`src/rtl/nurn_step_sched.sv`:
```
// Time-step scheduler: turns the global tick into one timed neuron-controller step and flips the spike-buffer bank.
// Optional build macro SCHED_OVERRUN_CNT_EN adds a saturating 8-bit overrun counter on ovrCnt_o.
module nurn_step_sched #(
    parameter int NUM_NURNS        = 4,
    parameter int NUM_AXONS        = 4,
    parameter int LRN_DRAIN_CYCLES = 8,
    parameter int CYC_CNT_WIDTH    = 12,
    parameter int TICK_CNT_WIDTH   = 16
) (
    input  logic                      clk_i,
    input  logic                      rst_i,
    input  logic                      en_i,
    input  logic                      tick_i,
    input  logic                      clrMissed_i,
    output logic                      start_o,
    output logic                      busy_o,
    output logic                      stepDone_o,
    output logic                      spkBufSel_o,
    output logic                      tickPend_o,
    output logic                      tickMissed_o,
    output logic [TICK_CNT_WIDTH-1:0] tickCnt_o,
    output logic [7:0]                ovrCnt_o
);
    localparam int RCL_CYCLES = NUM_NURNS * (NUM_AXONS + 4);
    localparam logic [CYC_CNT_WIDTH-1:0] RCL_LOAD = CYC_CNT_WIDTH'(RCL_CYCLES - 1);
    localparam logic [CYC_CNT_WIDTH-1:0] DRN_LOAD = CYC_CNT_WIDTH'(LRN_DRAIN_CYCLES - 1);
    localparam logic [CYC_CNT_WIDTH-1:0] CYC_ONE  = CYC_CNT_WIDTH'(1);
    localparam logic [TICK_CNT_WIDTH-1:0] TICK_ONE = TICK_CNT_WIDTH'(1);

    typedef enum logic [2:0] {
        S_IDLE,
        S_START,
        S_RUN,
        S_DRAIN,
        S_DONE
    } state_t;

    state_t                    state_q, state_d;
    logic [CYC_CNT_WIDTH-1:0]  cyc_cnt_q, cyc_cnt_d;
    logic [TICK_CNT_WIDTH-1:0] tick_cnt_q, tick_cnt_d;
    logic                      pend_q, pend_d;
    logic                      missed_q, missed_d;
    logic                      sel_q, sel_d;
    logic                      start_q, start_d;
    logic                      busy_q, busy_d;
    logic                      done_q, done_d;
    logic                      overrun;

    always_comb begin
        state_d    = state_q;
        cyc_cnt_d  = cyc_cnt_q;
        tick_cnt_d = tick_cnt_q;
        pend_d     = pend_q;
        sel_d      = sel_q;
        overrun    = 1'b0;

        unique case (state_q)
            S_IDLE: begin
                if (tick_i && en_i) state_d = S_START;
            end
            S_START: begin
                cyc_cnt_d = RCL_LOAD;
                state_d   = S_RUN;
            end
            S_RUN: begin
                if (cyc_cnt_q == '0) begin
                    cyc_cnt_d = DRN_LOAD;
                    state_d   = S_DRAIN;
                end else begin
                    cyc_cnt_d = cyc_cnt_q - CYC_ONE;
                end
            end
            S_DRAIN: begin
                if (cyc_cnt_q == '0) state_d = S_DONE;
                else                 cyc_cnt_d = cyc_cnt_q - CYC_ONE;
            end
            S_DONE: begin
                tick_cnt_d = tick_cnt_q + TICK_ONE;
                sel_d      = ~sel_q;
                pend_d     = 1'b0;
                state_d    = ((pend_q || tick_i) && en_i) ? S_START : S_IDLE;
            end
            default: state_d = S_IDLE;
        endcase

        // A tick during DONE is absorbed by the restart decision above, never an overrun.
        if (tick_i && (state_q inside {S_START, S_RUN, S_DRAIN})) begin
            if (pend_q) overrun = 1'b1;
            else        pend_d  = 1'b1;
        end

        missed_d = overrun ? 1'b1 : (clrMissed_i ? 1'b0 : missed_q);
        start_d  = (state_d == S_START);
        busy_d   = (state_d != S_IDLE);
        done_d   = (state_d == S_DONE);
    end

    always_ff @(posedge clk_i) begin
        if (rst_i) begin
            state_q    <= S_IDLE;
            cyc_cnt_q  <= '0;
            tick_cnt_q <= '0;
            pend_q     <= 1'b0;
            missed_q   <= 1'b0;
            sel_q      <= 1'b0;
            start_q    <= 1'b0;
            busy_q     <= 1'b0;
            done_q     <= 1'b0;
        end else begin
            state_q    <= state_d;
            cyc_cnt_q  <= cyc_cnt_d;
            tick_cnt_q <= tick_cnt_d;
            pend_q     <= pend_d;
            missed_q   <= missed_d;
            sel_q      <= sel_d;
            start_q    <= start_d;
            busy_q     <= busy_d;
            done_q     <= done_d;
        end
    end

`ifdef SCHED_OVERRUN_CNT_EN
    logic [7:0] ovr_cnt_q, ovr_cnt_d;

    // Clear and a same-cycle overrun cancel out: the count holds.
    always_comb begin
        ovr_cnt_d = ovr_cnt_q;
        if (overrun && clrMissed_i)    ovr_cnt_d = ovr_cnt_q;
        else if (clrMissed_i)          ovr_cnt_d = '0;
        else if (overrun && (ovr_cnt_q != 8'hFF)) ovr_cnt_d = ovr_cnt_q + 8'd1;
    end

    always_ff @(posedge clk_i) begin
        if (rst_i) ovr_cnt_q <= '0;
        else       ovr_cnt_q <= ovr_cnt_d;
    end

    assign ovrCnt_o = ovr_cnt_q;
`else
    assign ovrCnt_o = '0;
`endif

    assign start_o      = start_q;
    assign busy_o       = busy_q;
    assign stepDone_o   = done_q;
    assign spkBufSel_o  = sel_q;
    assign tickPend_o   = pend_q;
    assign tickMissed_o = missed_q;
    assign tickCnt_o    = tick_cnt_q;

endmodule
```
`config.mk`:
```
export PLATFORM = sky130hd
export DESIGN_NAME = nurn_step_sched
export DESIGN_NICKNAME = d
export VERILOG_FILES = /design/src/rtl/nurn_step_sched.sv
export SDC_FILE = /design/constraint.sdc
export NUM_CORES = 1
export LEC_CHECK = 0
export ABC_AREA = 1
export BUFFER_PORTS_ARGS = -buffer_cell sky130_fd_sc_hd__buf_2
export CORE_MARGIN = 2
export CORE_UTILIZATION = 35
export CTS_CLUSTER_DIAMETER = 50
export DETAILED_ROUTE_END_ITERATION = 12
export PLACE_DENSITY = 0.6
export SETUP_SLACK_MARGIN = 0.02
export SKIP_LAST_GASP = 1
export SYNTH_ARGS = -nofsm -noshare
export SYNTH_HDL_FRONTEND = slang
export SYNTH_SLANG_ARGS = --single-unit
```
`constraint.sdc`:
```
create_clock -name clk_i -period 2.26 [get_ports clk_i]
set_input_delay 0.226 -clock clk_i [delete_from_list [all_inputs] [get_ports clk_i]]
set_output_delay 0.226 -clock clk_i [all_outputs]
set_load 0.02 [all_outputs]
```
# Word-level counts from Yosys, hierarchy flattened
# Cells that the tools add are included.
# Widths: inputs -> output; s select.
[op_classes] n_bitwise=1 add_sub_neg=2 mux=15 n_reduce_logical=10 eq_ne=7
[op_table] cell="$pmux 12 s3" n=1
[op_table] cell="$mux 12" n=2
[op_table] cell="$add 16x1->16 const B" n=1
[op_table] cell="$pmux 3 s5" n=1
[op_table] cell="$logic_not 12->1" n=1
[op_table] cell="$sub 12x1->12 const B" n=1
[op_table] cell="$mux 3" n=3
[op_table] cell="$mux 1" n=8
[op_table] cell="$eq 3x1->1 const B" n=2
[op_table] cell="$eq 3x2->1 const B" n=2
[op_table] cell="$eq 3x3->1 const B" n=2
[op_table] cell="$reduce_bool 3->1" n=2
[op_table] cell="$logic_and 1x1->1" n=3
[op_table] cell="$logic_not 3->1" n=1
[op_table] cell="$ne 2x2->1 const B" n=1
[op_table] cell="$reduce_and 2->1" n=1
[op_table] cell="$reduce_bool 2->1" n=1
[op_table] cell="$logic_or 1x1->1" n=1
[op_table] cell="$not 1->1" n=1
[word_totals] register_bits=37 word_cells=44

# Depth between registers and ports, before layout
[depth] ltp_word=5 mapped_depth=12

# Worst setup path before layout
# Ideal clock, no wire load.
[synth_timing] kind="register to register" start="register cyc_cnt_q[0]" end="register cyc_cnt_q[11]" path_stages_with_launch=12 n_path_buf=0 synth_period_minus_slack_ps=1435 setup_slack_ps=825 arrival_ps=1318 cell_sequence="dfxtp_1 inv_1 ha_1 inv_1 nor2_1 nand2_1 nor2_2 nand3_1 nand2_1 nand2_1 nand2_1 nor2_1"
[synth_between] elab_chain_len=3
[synth_lines] item="from (decl)" line_no="39" rtl="logic [CYC_CNT_WIDTH-1:0] cyc_cnt_q, cyc_cnt_d;"
[synth_lines] item="from (signal assigned)" line_no="111" rtl="cyc_cnt_q <= cyc_cnt_d;"
[synth_lines] item="$sub 12x1->12 or $logic_not 12->1 (tied branches)"
[synth_lines] item="$mux 12 (tied with other cells)" line_no="74" rtl="if (cyc_cnt_q == '0) state_d = S_DONE;"
[synth_lines] item="$pmux 12 s3 or $reduce_and 2->1 (tied branches)"
# Parallel ways exist; a longest one is shown, timed or not. The select of a mux whose other input is x is not followed.
# A chain may end at the register's enable or synchronous reset.

# Final worst setup path
[layout_timing] start="register cyc_cnt_q[0]" end="register cyc_cnt_q[6]"
# The elaborated chain is that of the path after synthesis.

==> reports/metrics.csv <==
metric,value,unit
final cell count without fillers,390,
Num CTS Buffers,5,
die area,6320,sq um
critical path's top delay family,simple AND/OR/NAND/NOR gates,
yosys warns,0,
synthesized area,2000,sq um
Clock Path Buffers,2,
ANT nets after route,0,
DRT Pass-1 Iters,4,
postcts setup bufs,0,
status,"complete, no violations",
die width,79.5,um
Remaining DRCs,0,
Synth area leader,dfxtp_1,
Max Freq,609,MHz
clk_lat worst skew,0.29,ns
vias per cell,4.63,
DR iter-0 viols,90,
Final Hold Fails,0,
"Setup violations, final",0,
Die Ht,79.5,um
count of state elements after synthesis,37,
asr flop ratio synth,0,
GRT Resource Usage Total,0.142,
share of the synthesized area in the top cell type,0.371,
Setup Skew,0.0120,ns
row count,27,
H-tree Lvls,2,
core footprint,5510,sq um
worst path required time,2.45,ns
post-synthesis sequential area ratio,0.371,
Worst R2R Setup Slack,0.62,ns
Final Critical Period,1.64,ns
IO Count,35,
fillers,605,
dpl cells,383,
Post-synth EDFFs,0,
main combinational cell family by area after synthesis,simple AND/OR/NAND/NOR gates,
Final TNS setup,0,ns
DP Wirelength,3.11,mm
CP bufs+invs,2,
synth top area cells,"dfxtp_1 (37%), nand2_1 (12%), inv_1 (8.1%), nor2_1 (6.6%), nand3_1 (4.8%)",
CP most frequent cell,nand2_1,
post-cts sizing count,0,
Hold Path Class,in -> reg,
effective utilization at floorplan,0.362,
CTS sink count,37,
Area Overhead vs Synth,11.9,%
Slew Limit Fails,0,
Port-buffer cells,26,
CP Launch Type,flop,
CTS tree,built,
initial antenna violation count,0,
CP endpoint,cyc_cnt_q[6],
clock slew at reported path FFs,0.08,ns
crit path DAT,1.83,ns
Vias,1805,
worst reg2reg path endpoint,cyc_cnt_q[6],
WP depth,11,
WL per Instance,10.6,um
CP endpoint kind,flop,
DRT Wirelength,4.14,mm
fin crit share,0.727,
Synth Area in XOR/XNOR,0.0176,
Synth cell types,33,
Peak VDD IR,274,uV
cts hold-fix bufs,0,
GPL Wtd Cong,0.841,
pin count of the biggest net entering global routing,19,
most common library cell in the layout ignoring fill and taps,nand2_1,
Avg Inst Size Synth,6.86,sq um
post-synthesis simple-gate area fraction,0.359,
Critical-path top delay cell,dfxtp_1,
critical-path cell list,"inv_1, ha_1, inv_1, nor2_1, nand2_1, nor2_2, nand3_1, nand2_1, nand2_1, nand2_1, nor2_1",
compound-gate portion of the synthesized area,0.0984,
vias in the first global route,1589,
Overflow after GRT,0,
synthesized instance count,291,
PD cells,764,nW/um^2
mux share of post-synthesis cell area,0,
kind of critical path,reg -> reg,
Max-cap violations,0,
Worst Reg-to-Reg Cells,11,
Leakage,0.00102,uW
CP max FO,5,
ant diodes,0,
first-pass GRT wire length,6.98,mm
Root Buffer,clkbuf_8,
NumNets Final,326,
Most used DFF post-synth,dfxtp_1,
RSZ-0062 raised after global routing,no,
most frequent cells in the layout,"nand2_1 (65), inv_1 (43), dfxtp_1 (37), nor2_1 (35), buf_2 (26)",
CP startpoint,cyc_cnt_q[0],
share of cells above drive strength 1,0.160,
area share of fa/ha/maj cells after synthesis,0.0188,
crit-path max cell delay,0.31,ns
post-layout util,0.406,
FF-to-FF Start,cyc_cnt_q[0],
layer usage:
metal	vias up	global-route usage	routed length, um
met1	805	0.168	1880
met2	37	0.241	2010
met3	8	0.0351	169
li1	955	-	-
met4	0	0.0621	80
met5	-	0	0
registers in the layout (all words and copies together), names as in the netlist:
name / count
tickCnt_o: 16
cyc_cnt_q: 12
tickMissed_o: 1
tickPend_o: 1
busy_o: 1
state_q: 3
stepDone_o: 1
spkBufSel_o: 1
start_o: 1
cell usage after synthesis (2+ instances only):
library cell  count
a211oi_1          3
a21oi_1          17
buf_4             8
buf_6             2
clkbuf_1          2
clkinv_2          2
dfxtp_1          37
ha_1              3
inv_1            43
nand2_1          65
nand2_2           5
nand3_1          19
nand3_2           2
nand4_1           6
nor2_1           35
nor2_2            2
nor2_4            4
nor3_1            8
o21ai_0          12
xor2_1            3
area by class of cell:
class	instances	area, sq um	area share
clock buffers	7	86.3	0.0387
inverters	45	171	0.0768
multi-input cells	203	1010	0.454
flip-flops and latches	37	741	0.332
well taps	72	90.1	0.0403
repair buffers	26	130	0.0583
power by group:
group          total [uW]  internal (uW)  switching, uW
clock network         469            242            227
logic                 488            161            327
registers             749            700           48.5
total                1710           1100            603
through the flow:
stage               hold WS, ns  total power, uW  setup WS [ns]  instance area (sq um)
finish                    0.185             1710          0.617                   2230
global route              0.222             1840          0.337                   2230
CTS                       0.176             1730          0.606                   2230
detailed placement        0.454             1250          0.608                   2150
global placement          0.448             1240          0.655                   2150
floorplan                 0.378             1170          0.825                   2020
how the worst min path moves through the flow:
stage / from / end / cells after the start
3_3_place_gp: tickMissed_o / tickMissed_o / 2
6_report: clrMissed_i / tickMissed_o / 4
2_1_floorplan: tick_i / tickPend_o / 2
4_1_cts: clrMissed_i / tickMissed_o / 4
3_5_place_dp: tickMissed_o / tickMissed_o / 2
5_1_grt: clrMissed_i / tickMissed_o / 4
tightest hold or removal path, cell delays in order:
cell and delay, ns:
buf_2 0.07, inv_1 0.03, nand2_1 0.04, a21oi_1 0.05
cell families after synthesis:
logic type / Yosys count
xor+xnor: 4
compound gates: 36
other cells: 1
flops: 37
buf+inv: 58
simple gates: 152
fa+ha+maj: 3
No activity file was read; power rests on OpenSTA's default activity.
